File: config.mk
export PLATFORM = sky130hd
export DESIGN_NAME = ps2_host_tx
export DESIGN_NICKNAME = d
export VERILOG_FILES = /design/src/rtl/ps2_pkg.sv /design/src/rtl/ps2_sync_edge.sv /design/src/rtl/ps2_host_tx.sv
export SDC_FILE = /design/constraint.sdc
export NUM_CORES = 1
export LEC_CHECK = 0
export ABC_AREA = 1
export CAP_MARGIN = 5
export CORE_MARGIN = 2
export CORE_UTILIZATION = 52
export DETAILED_ROUTE_END_ITERATION = 7
export GPL_TIMING_DRIVEN = 0
export PLACE_DENSITY = 0.74
export RECOVER_POWER = 25
export SLEW_MARGIN = 0
export SYNTH_ARGS = -nofsm -noshare
export SYNTH_HDL_FRONTEND = slang
export SYNTH_SLANG_ARGS = --single-unit
File: constraint.sdc
create_clock -name clk -period 1.46 [get_ports clk]
set_input_delay 0.219 -clock clk [delete_from_list [all_inputs] [get_ports clk]]
set_output_delay 0.219 -clock clk [all_outputs]
set_load 0.005 [all_outputs]
File: src/rtl/ps2_pkg.sv
// Shared definitions for the PS/2 host transmit path: FSM states,
// default bus timing at 25 MHz and common keyboard command codes.
package ps2_pkg;

  typedef enum logic [2:0] {
    IDLE,
    INHIBIT,
    REQ,
    DATA,
    PARITY,
    STOP,
    ACK,
    WAIT_IDLE
  } ps2_tx_state_e;

  // Width of the edge / inhibit timer; large enough for the 15 ms first-edge limit.
  localparam int unsigned PS2_TIMER_W = 19;

  localparam int unsigned PS2_INHIBIT_CYCLES    = 2500;    // 100 us
  localparam int unsigned PS2_FIRST_EDGE_CYCLES = 375000;  // 15 ms
  localparam int unsigned PS2_BIT_CYCLES        = 50000;   // 2 ms

  localparam logic [7:0] CMD_SET_LED = 8'hED;
  localparam logic [7:0] CMD_RESET   = 8'hFF;
  localparam logic [7:0] CMD_ENABLE  = 8'hF4;

  // PS/2 frames carry odd parity: the parity bit makes the total count of ones odd.
  function automatic logic ps2_odd_parity(input logic [7:0] byte_i);
    return ~^byte_i;
  endfunction

endpackage

File: src/rtl/ps2_sync_edge.sv
// Two-flop synchroniser for one PS/2 line plus a falling-edge detector on the
// synchronised level. Flops reset high, matching an idle (released) bus.
module ps2_sync_edge (
  input  logic clk,
  input  logic rst,
  input  logic line_i,
  output logic level_o,
  output logic fall_o
);

  logic meta_q;
  logic sync_q;
  logic prev_q;

  // Synchronise the asynchronous line and keep one cycle of history for edge detection
  always_ff @(posedge clk) begin
    if (rst) begin
      meta_q <= 1'b1;
      sync_q <= 1'b1;
      prev_q <= 1'b1;
    end else begin
      meta_q <= line_i;
      sync_q <= meta_q;
      prev_q <= sync_q;
    end
  end

  assign level_o = sync_q;
  assign fall_o  = prev_q & ~sync_q;

endmodule

File: src/rtl/ps2_host_tx.sv
// PS/2 host-to-device transmitter: inhibits the clock, issues request-to-send,
// shifts a byte plus odd parity and stop out on device clock edges, samples the
// device ACK and reports done / ack_err, or aborts with a timeout pulse.
module ps2_host_tx
  import ps2_pkg::*;
#(
  parameter int unsigned INHIBIT_CYCLES    = PS2_INHIBIT_CYCLES,
  parameter int unsigned FIRST_EDGE_CYCLES = PS2_FIRST_EDGE_CYCLES,
  parameter int unsigned BIT_CYCLES        = PS2_BIT_CYCLES
) (
  input  logic       clk,
  input  logic       rst,
  input  logic       tx_valid,
  input  logic [7:0] tx_data,
  output logic       tx_ready,
  input  logic       ps2c_in,
  input  logic       ps2d_in,
  output logic       ps2c_oe,
  output logic       ps2d_oe,
  output logic       busy,
  output logic       done,
  output logic       ack_err,
  output logic       timeout
);

  localparam logic [PS2_TIMER_W-1:0] INH_LAST   = PS2_TIMER_W'(INHIBIT_CYCLES - 1);
  localparam logic [PS2_TIMER_W-1:0] FIRST_LAST = PS2_TIMER_W'(FIRST_EDGE_CYCLES - 1);
  localparam logic [PS2_TIMER_W-1:0] BIT_LAST   = PS2_TIMER_W'(BIT_CYCLES - 1);

  ps2_tx_state_e            state_q, state_d;
  logic [PS2_TIMER_W-1:0]   timer_q, timer_d;
  logic [2:0]               bit_cnt_q, bit_cnt_d;
  logic [7:0]               data_q, data_d;
  logic                     parity_q, parity_d;
  logic                     c_oe_q, c_oe_d;
  logic                     d_oe_q, d_oe_d;
  logic                     done_q, done_d;
  logic                     ack_err_q, ack_err_d;
  logic                     timeout_q, timeout_d;
  logic                     tx_ready_q, tx_ready_d;

  logic                     c_level, c_fall;
  logic                     d_level, unused_d_fall;
  logic [PS2_TIMER_W-1:0]   timer_limit;
  logic                     timer_expired;

  ps2_sync_edge u_sync_c (
    .clk     (clk),
    .rst     (rst),
    .line_i  (ps2c_in),
    .level_o (c_level),
    .fall_o  (c_fall)
  );

  ps2_sync_edge u_sync_d (
    .clk     (clk),
    .rst     (rst),
    .line_i  (ps2d_in),
    .level_o (d_level),
    .fall_o  (unused_d_fall)
  );

  // The device gets longer to produce its first clock than between later clocks.
  assign timer_limit   = (state_q == REQ) ? FIRST_LAST : BIT_LAST;
  assign timer_expired = (timer_q == timer_limit);

  // State and registered outputs
  always_ff @(posedge clk) begin
    if (rst) begin
      state_q    <= IDLE;
      timer_q    <= '0;
      bit_cnt_q  <= '0;
      data_q     <= '0;
      parity_q   <= 1'b0;
      c_oe_q     <= 1'b0;
      d_oe_q     <= 1'b0;
      done_q     <= 1'b0;
      ack_err_q  <= 1'b0;
      timeout_q  <= 1'b0;
      tx_ready_q <= 1'b0;
    end else begin
      state_q    <= state_d;
      timer_q    <= timer_d;
      bit_cnt_q  <= bit_cnt_d;
      data_q     <= data_d;
      parity_q   <= parity_d;
      c_oe_q     <= c_oe_d;
      d_oe_q     <= d_oe_d;
      done_q     <= done_d;
      ack_err_q  <= ack_err_d;
      timeout_q  <= timeout_d;
      tx_ready_q <= tx_ready_d;
    end
  end

  // Next-state and output decode; timeout abort takes priority, then device edges
  always_comb begin
    state_d   = state_q;
    timer_d   = timer_q + 1'b1;
    bit_cnt_d = bit_cnt_q;
    data_d    = data_q;
    parity_d  = parity_q;
    c_oe_d    = c_oe_q;
    d_oe_d    = d_oe_q;
    done_d    = 1'b0;
    ack_err_d = ack_err_q;
    timeout_d = 1'b0;

    if (timeout_q) begin
      // Lines were already released with the pulse; now go back to idle.
      state_d   = IDLE;
      timer_d   = '0;
      bit_cnt_d = '0;
      c_oe_d    = 1'b0;
      d_oe_d    = 1'b0;
    end else begin
      case (state_q)
        IDLE: begin
          timer_d   = '0;
          bit_cnt_d = '0;
          c_oe_d    = 1'b0;
          d_oe_d    = 1'b0;
          if (tx_valid && tx_ready_q) begin
            data_d    = tx_data;
            parity_d  = ps2_odd_parity(tx_data);
            ack_err_d = 1'b0;
            c_oe_d    = 1'b1;
            state_d   = INHIBIT;
          end
        end
        INHIBIT: begin
          if (timer_q == INH_LAST) begin
            // Request-to-send: data low as start bit, clock released.
            c_oe_d  = 1'b0;
            d_oe_d  = 1'b1;
            timer_d = '0;
            state_d = REQ;
          end
        end
        default: begin
          if (c_fall) begin
            timer_d = '0;
            case (state_q)
              REQ: begin
                d_oe_d    = ~data_q[0];
                bit_cnt_d = 3'd1;
                state_d   = DATA;
              end
              DATA: begin
                d_oe_d    = ~data_q[bit_cnt_q];
                bit_cnt_d = bit_cnt_q + 3'd1;
                if (bit_cnt_q == 3'd7) begin
                  state_d = PARITY;
                end
              end
              PARITY: begin
                d_oe_d  = ~parity_q;
                state_d = STOP;
              end
              STOP: begin
                d_oe_d  = 1'b0;
                state_d = ACK;
              end
              ACK: begin
                // Device pulls data low to acknowledge.
                ack_err_d = d_level;
                state_d   = WAIT_IDLE;
              end
              default: begin
              end
            endcase
          end else if ((state_q == WAIT_IDLE) && c_level && d_level) begin
            done_d  = 1'b1;
            timer_d = '0;
            state_d = IDLE;
          end else if (timer_expired) begin
            timeout_d = 1'b1;
            c_oe_d    = 1'b0;
            d_oe_d    = 1'b0;
          end
        end
      endcase
    end

    tx_ready_d = (state_d == IDLE);
  end

  assign tx_ready = tx_ready_q;
  assign ps2c_oe  = c_oe_q;
  assign ps2d_oe  = d_oe_q;
  assign busy     = (state_q != IDLE);
  assign done     = done_q;
  assign ack_err  = ack_err_q;
  assign timeout  = timeout_q;

endmodule

==> results.yml, run 1 <==
placement:
  dp.cells: 418
  io_buffers: 19
  globalplace.congestion: 0.914
  hpwlAfterDp_um: 3970
logic_synthesis:
  synth_top_family_by_area: "simple AND/OR/NAND/NOR gates"
  yosys_warnings: 0
  synth_most_common_cell: "nand2_1"
  synthAdderAreaFrac_pct: 1.56
  synth.cell_area_um2: 2410
  synth-simple-area-share_pct: 39.5
  syn_inst: 347
  netlist.area_leader.share_pct: 37.3
  synthArstFlopShare_pct: 0
  yosysTopAreaCell: "dfxtp_1"
  ys_seq_area_share_pct: 37.3
  synth_edf_count: 0
  yosys-mux-area-fraction_pct: 0
  synthTopCellsByArea: "dfxtp_1 37%, nand2_1 11%, nor2_1 9.2%"
  ys.flop_type: "dfxtp_1"
  synth_compound_area_share_pct: 7.47
  synth_seq_cells: 45
  synth_nets: 363
  yosys-top-cells-count: "69 x nand2_1, 59 x nor2_1, 45 x dfxtp_1"
  synth_cell_type_count: 31
  synthXorXnorAreaFrac_pct: 5.81
  syn_area_per_cell_um2: 6.95
die:
  die_x_um: 72.1
  dieArea_um2: 5200
  num_rows: 24
  fp.dieH_um: 72.1
  io_pins: 20
  core-area_um2: 4410
  start_util_pct: 54.6
critical_path:
  regToRegSetupSlack_ps: -60
  cp-endpoint: "tx_ready"
  crit_arrival_ps: 1730
  reg2reg_to: "tx_ready"
  cp.required_ps: 1660
  slowest_stage: "dfxtp_2"
  crit_path_end_kind: "flop"
  criticalPathCategory: "reg2reg"
  cp_max_fo: 5
  path_cells: "inv_1 -> nand4_1 -> nor2_2 -> nand3_2 -> nand2_4 -> buf_6 -> o21ai_1 -> nand2_1 -> nand2_2 -> nand2_1 -> nor2_1"
  worst_setup_path_start_kind: "flop"
  rr_worst_depth: 11
  startpoint: "timer_q[10]"
  cpMostUsedCell: "nand2_1"
  slowest_delay_ps: 360
  r2r_start: "timer_q[10]"
timing:
  max_freq_mhz: 656
  timing.final.crit_share_pct: 104
  final_hold_viol_count: 0
  period_needed_ps: 1520
  worst_hold_slack_ps: 415
  relSlewSlack_pct: 73.3
  drv_slew: 0
  rsz0062_at_grt: "true"
  setup_viol: 15
  worst_slew_pin_slew_ps: 400
  worst_slack_ps: -63.3
  skew_ps: 7.87
clock_network:
  cts_buffers: 5
  cts.sinks: 45
  clockBufferDepth: 2
  cts_tree: "built"
  insertion_delay_ps: 310
  ctsHoldBuffers: 0
  path_clk_slew_ps: 90
  cts_root_buf: "clkbuf_8"
  htreeDepth: 2
pwr:
  p_comb_share_pct: 51.2
  peakVddDrop_mv: 0.861
  clkPwrFrac_pct: 16.1
  seqPwrFrac_pct: 32.7
  p_sw_mw: 1.96
  p_leak_nw: 1.35
  p_int_mw: 2.95
  switching_share_pct: 39.9
  p_per_area_nw_per_um2: 1450
global_routing:
  grt_pass1_wl_um: 10400
  grt_usage_pct: 25.1
  antenna_found_initial: 0
  gr-total-overflow: 0
  grt_pass1_vias: 2281
  grt_start_max_net_pins: 15
detailed_routing:
  drtAntennaViolNets: 0
  vias_per_cell: 5.47
  wl_per_cell_um: 14.4
  drc: 0
  dr.pass1.iters: 6
  wl_um: 6560
  drtIter0Drc: 342
  vias: 2498
job:
  cap_violations: 0
finish:
  areaGrowthSynthToFinish_pct: 41.0
  drive_gt1_share_pct: 36.8
  insertedDiodeCount: 0
  final-instance-count-excl-fill: 457
  fin_nets: 420
worst_hold_path:
  hp-class: "reg2reg"
outcome:
  status: "finished with violations"
  violations: "setup timing"
==> critical path, delay by kind of cell, from the launching register on <==
kind / cells / cell delay (ps)
and+or+nand+nor: 8 / 830
DFF: 1 / 360
buffers and inverters: 2 / 200
AOI/OAI and AO/OA: 1 / 50
==> routing by layer <==
layer | vias up | part of all wire [%] | track usage [%]
li1 | 1229 | - | -
met1 | 1168 | 43 | 33.5
met2 | 90 | 51 | 42.4
met3 | 11 | 5.2 | 4.72
met4 | 0 | 1.1 | 5.24
met5 | - | 0 | 0
==> timing repair <==
item / 4_1_cts / 5_1_grt
resized for setup: 58 / 72
cloned: 1 / 0
setup endpoints to repair: 38 / 41
pin swaps: 23 / 31
setup buffers: 27 / 8
==> power by group through the flow <==
stage | sequential [mW] | clock, mW | combinational, mW
2_1_floorplan | 1.57 | 0 | 1.09
4_1_cts | 1.59 | 0.783 | 2.12
3_5_place_dp | 1.61 | 0 | 1.45
3_3_place_gp | 1.60 | 0 | 1.43
5_1_grt | 1.63 | 0.864 | 2.76
6_report | 1.61 | 0.790 | 2.52
==> state kept, by name, indices dropped and copies added (netlist names), 3 cells and up <==
name / flops
timer_q: 19
data_q: 8
bit_cnt_q: 3
state_q: 3
==> stage by stage <==
stage               setup TNS, ps  setup WS [ps]  power, mW  util (%)  area, um2
detailed placement          -5050           -328       3.06      60.6       2680
floorplan                   -3.81          -3.81       2.66         -       2420
CTS                          -283          -39.4       4.49      72.4       3200
finish                       -388          -63.3       4.92      77.0       3400
global route                -2590           -170       5.25      77.0       3400
global placement            -5140           -335       3.03      60.6       2680
==> layout make-up <==
type                       instances  area [um2]
multi-input combinational        253        1600
fill                             314        1010
sequential                        45         943
timing repair buffer              52         509
inverter                          46         185
clock buffer                       6        72.6
tap                               52        65.1
clock inverter                     2        15.0
buffer                             1        11.3
==> how the worst min path moves through the flow <==
| stage | slack, ps | start | endpoint | cells past startpoint |
|---|---|---|---|---|
| final | 420 | u_sync_c.meta_q | u_sync_c.level_o | 1 |
| after global routing | 430 | u_sync_c.meta_q | u_sync_c.level_o | 1 |
| after CTS | 420 | u_sync_c.meta_q | u_sync_c.level_o | 1 |
| after detailed placement | 400 | u_sync_c.meta_q | u_sync_c.level_o | 1 |
| after global placement | 390 | u_sync_c.meta_q | u_sync_c.level_o | 1 |
| after floorplan | 320 | ps2c_in | u_sync_c.meta_q | 1 |
==> cells by family after synthesis <==
| logic type | count (synthesis) |
|---|---|
| AO/OA/AOI/OAI | 32 |
| XOR/XNOR | 16 |
| adder cells (fa/ha/maj) | 3 |
| buffers and inverters | 49 |
| flip-flops | 45 |
| AND/OR/NAND/NOR | 202 |
==> cell usage in the layout (no fill, tap or decap), drive strengths merged, types with 3 or more instances in the layout <==
cell | Yosys | final
nor2 | 75 | 75
nand2 | 74 | 74
inv | 46 | 46
dfxtp | 45 | 45
buf | 3 | 34
nand3 | 23 | 23
o21ai | 17 | 17
clkdlybuf4s50 | 0 | 16
xor2 | 11 | 11
a21oi | 10 | 10
nand4 | 9 | 9
nor3 | 8 | 8
clkbuf | 0 | 6
nor4 | 6 | 6
xnor2 | 5 | 5
or2 | 5 | 5
a31oi | 3 | 3
ha | 3 | 3
Note: power is estimated with default switching activity, not from simulation.
==> inputs of run 2 (changes only) <==
SETUP_SLACK_MARGIN = 0.3   (was unset)
==> results.yml, run 2 (same netlist as run 1, synthesis figures left out) <==
outcome:
  status: "finished with violations"
  violations: "DRC, setup timing"
clock_network:
  cts_root_buf: "clkbuf_8"
  ctsHoldBuffers: 0
  cts_tree: "built"
  cts_buffers: 5
  cts.sinks: 45
  insertion_delay_ps: 300
  clockBufferDepth: 2
  path_clk_slew_ps: 90
  htreeDepth: 2
worst_hold_path:
  min_from: "u_sync_c.meta_q"
  hp-class: "reg2reg"
critical_path:
  crit_buf_inv: 2
  cp_max_fo: 4
  path_cells: "buf_6 -> buf_4 -> nand2_1 -> nor2_1 -> nand3_1 -> nand2_1 -> nand3_1 -> nand2_1 -> nand2_1 -> nand2_1 -> nand2_1 -> nor2_1"
  cp.required_ps: 1700
  startpoint: "timer_q[13]"
  r2r_start: "timer_q[13]"
  slowest_stage: "dfxtp_2"
  critPathTopFamily: "simple AND/OR/NAND/NOR gates"
  worst_setup_path_start_kind: "flop"
  criticalPathCategory: "reg2reg"
  crit_arrival_ps: 1800
  slowest_delay_ps: 330
  cpMostUsedCell: "nand2_1"
  crit_path_end_kind: "flop"
job:
  cap_violations: 0
detailed_routing:
  vias: 2623
  drc: 2
  wl_um: 7330
  vias_per_cell: 5.58
  dr.pass1.iters: 8
  wl_per_cell_um: 15.6
  drtIter0Drc: 379
  drtAntennaViolNets: 0
placement:
  hpwlAfterDp_um: 3890
  place_ws_ps: -121
  dp.cells: 418
  globalplace.congestion: 0.922
  io_buffers: 19
finish:
  areaGrowthSynthToFinish_pct: 50.1
  fillers: 266
  post-route-util_pct: 82.0
  regMostFlops: "timer_q"
  largest_reg_flops: 19
  insertedDiodeCount: 0
  drive_gt1_share_pct: 44.5
  mostFrequentLayoutCells: "57 x nand2_1, 38 x nor2_1, 31 x inv_1"
  reg.largest.list: "timer_q x19, data_q x8"
  final-instance-count-excl-fill: 470
  layout_commonest_cell: "nand2_1"
  fin_nets: 433
global_routing:
  grt_pass1_wl_um: 10800
  grt_start_max_net_pins: 15
  grt_pass1_vias: 2418
  gr-total-overflow: 0
  antenna_found_initial: 0
  grt_usage_pct: 26.4
pwr:
  p_comb_share_pct: 51.2
  peakVddDrop_mv: 0.885
  switching_share_pct: 39.5
  p_int_mw: 3.14
  seqPwrFrac_pct: 30.7
  p_sw_mw: 2.05
  p_leak_nw: 1.42
  p_per_area_nw_per_um2: 1430
  clkPwrFrac_pct: 18.1
  power_mw: 5.19
timing:
  timing.final.crit_share_pct: 107
  setup_viol: 23
  worst_slew_pin_slew_ps: 361
  rsz0062_at_grt: "true"
  skew_ps: 4.26
  relSlewSlack_pct: 75.8
  drv_slew: 0
  period_needed_ps: 1570
  final_hold_viol_count: 0
  max_freq_mhz: 639
  worst_slack_ps: -106
die:
  die_x_um: 72.1
  start_util_pct: 54.6
  io_pins: 20
  num_rows: 24
  dieArea_um2: 5200
  fp.dieH_um: 72.1
  core-area_um2: 4410
==> run 2: cell count changes in the layout (fill, tap and decap cells not counted), sizes merged <==
cell and delta:
buf +12, clkinv +1, dlygate4sd2 +5, bufinv +1, dlygate4sd3 -1, clkinvlp -1, inv +1, clkdlybuf4s50 -4
dlymetal6s2s -1
==> run 2: what timing repair did <==
action,in CTS,in global routing
cloned,2,0
setup endpoints to repair,47,42
pin swaps,41,40
buffers inserted,36,6
gates resized for setup,72,64
==> run 2: final cells by class <==
type	count	area (um2)	area share (%)
multi-input combinational	253	1670	46.1
sequential	45	955	26.4
timing repair buffer	62	579	16.0
inverter	46	190	5.25
clock buffer	5	68.8	1.90
tap	52	65.1	1.80
buffer	3	42.5	1.17
clock inverter	3	41.3	1.14
timing repair inverter	1	8.76	0.242
==> run 2: power by group through the flow <==
stage / registers (mW) / clock network (mW) / logic, mW
after floorplan: 1.62 / 0 / 1.14
after global placement: 1.66 / 0 / 1.47
after detailed placement: 1.66 / 0 / 1.48
after CTS: 1.59 / 0.965 / 2.23
after global routing: 1.61 / 1.00 / 2.86
final: 1.59 / 0.941 / 2.66
==> run 2: per-layer routing <==
layer  routed length (um)  vias to the layer above  track usage, %
met5                    0                        -               0
met1                 3070                     1179            33.5
met4                  248                        0            9.43
li1                     -                     1253               -
met3                  490                       37            5.83
met2                 3510                      154            44.0
==> run 2: per-stage QoR <==
step / hold slack (ps) / TNS (ps) / area, um2
floorplan: 323 / 0 / 2530
global placement: 391 / -1130 / 2780
detailed placement: 400 / -1250 / 2780
CTS: 421 / 0 / 3380
global route: 440 / -3480 / 3620
finish: 424 / -1000 / 3620
==> run 2: path summary, 6_finish.rpt <==
| check | end | slack [ps] | cells after the start |
|---|---|---|---|
| max | ps2d_oe | -110 | 12 |
| max reg2reg | ps2d_oe | -110 | 12 |
| min | u_sync_c.level_o | 420 | 1 |
| min reg2reg | u_sync_c.level_o | 420 | 1 |
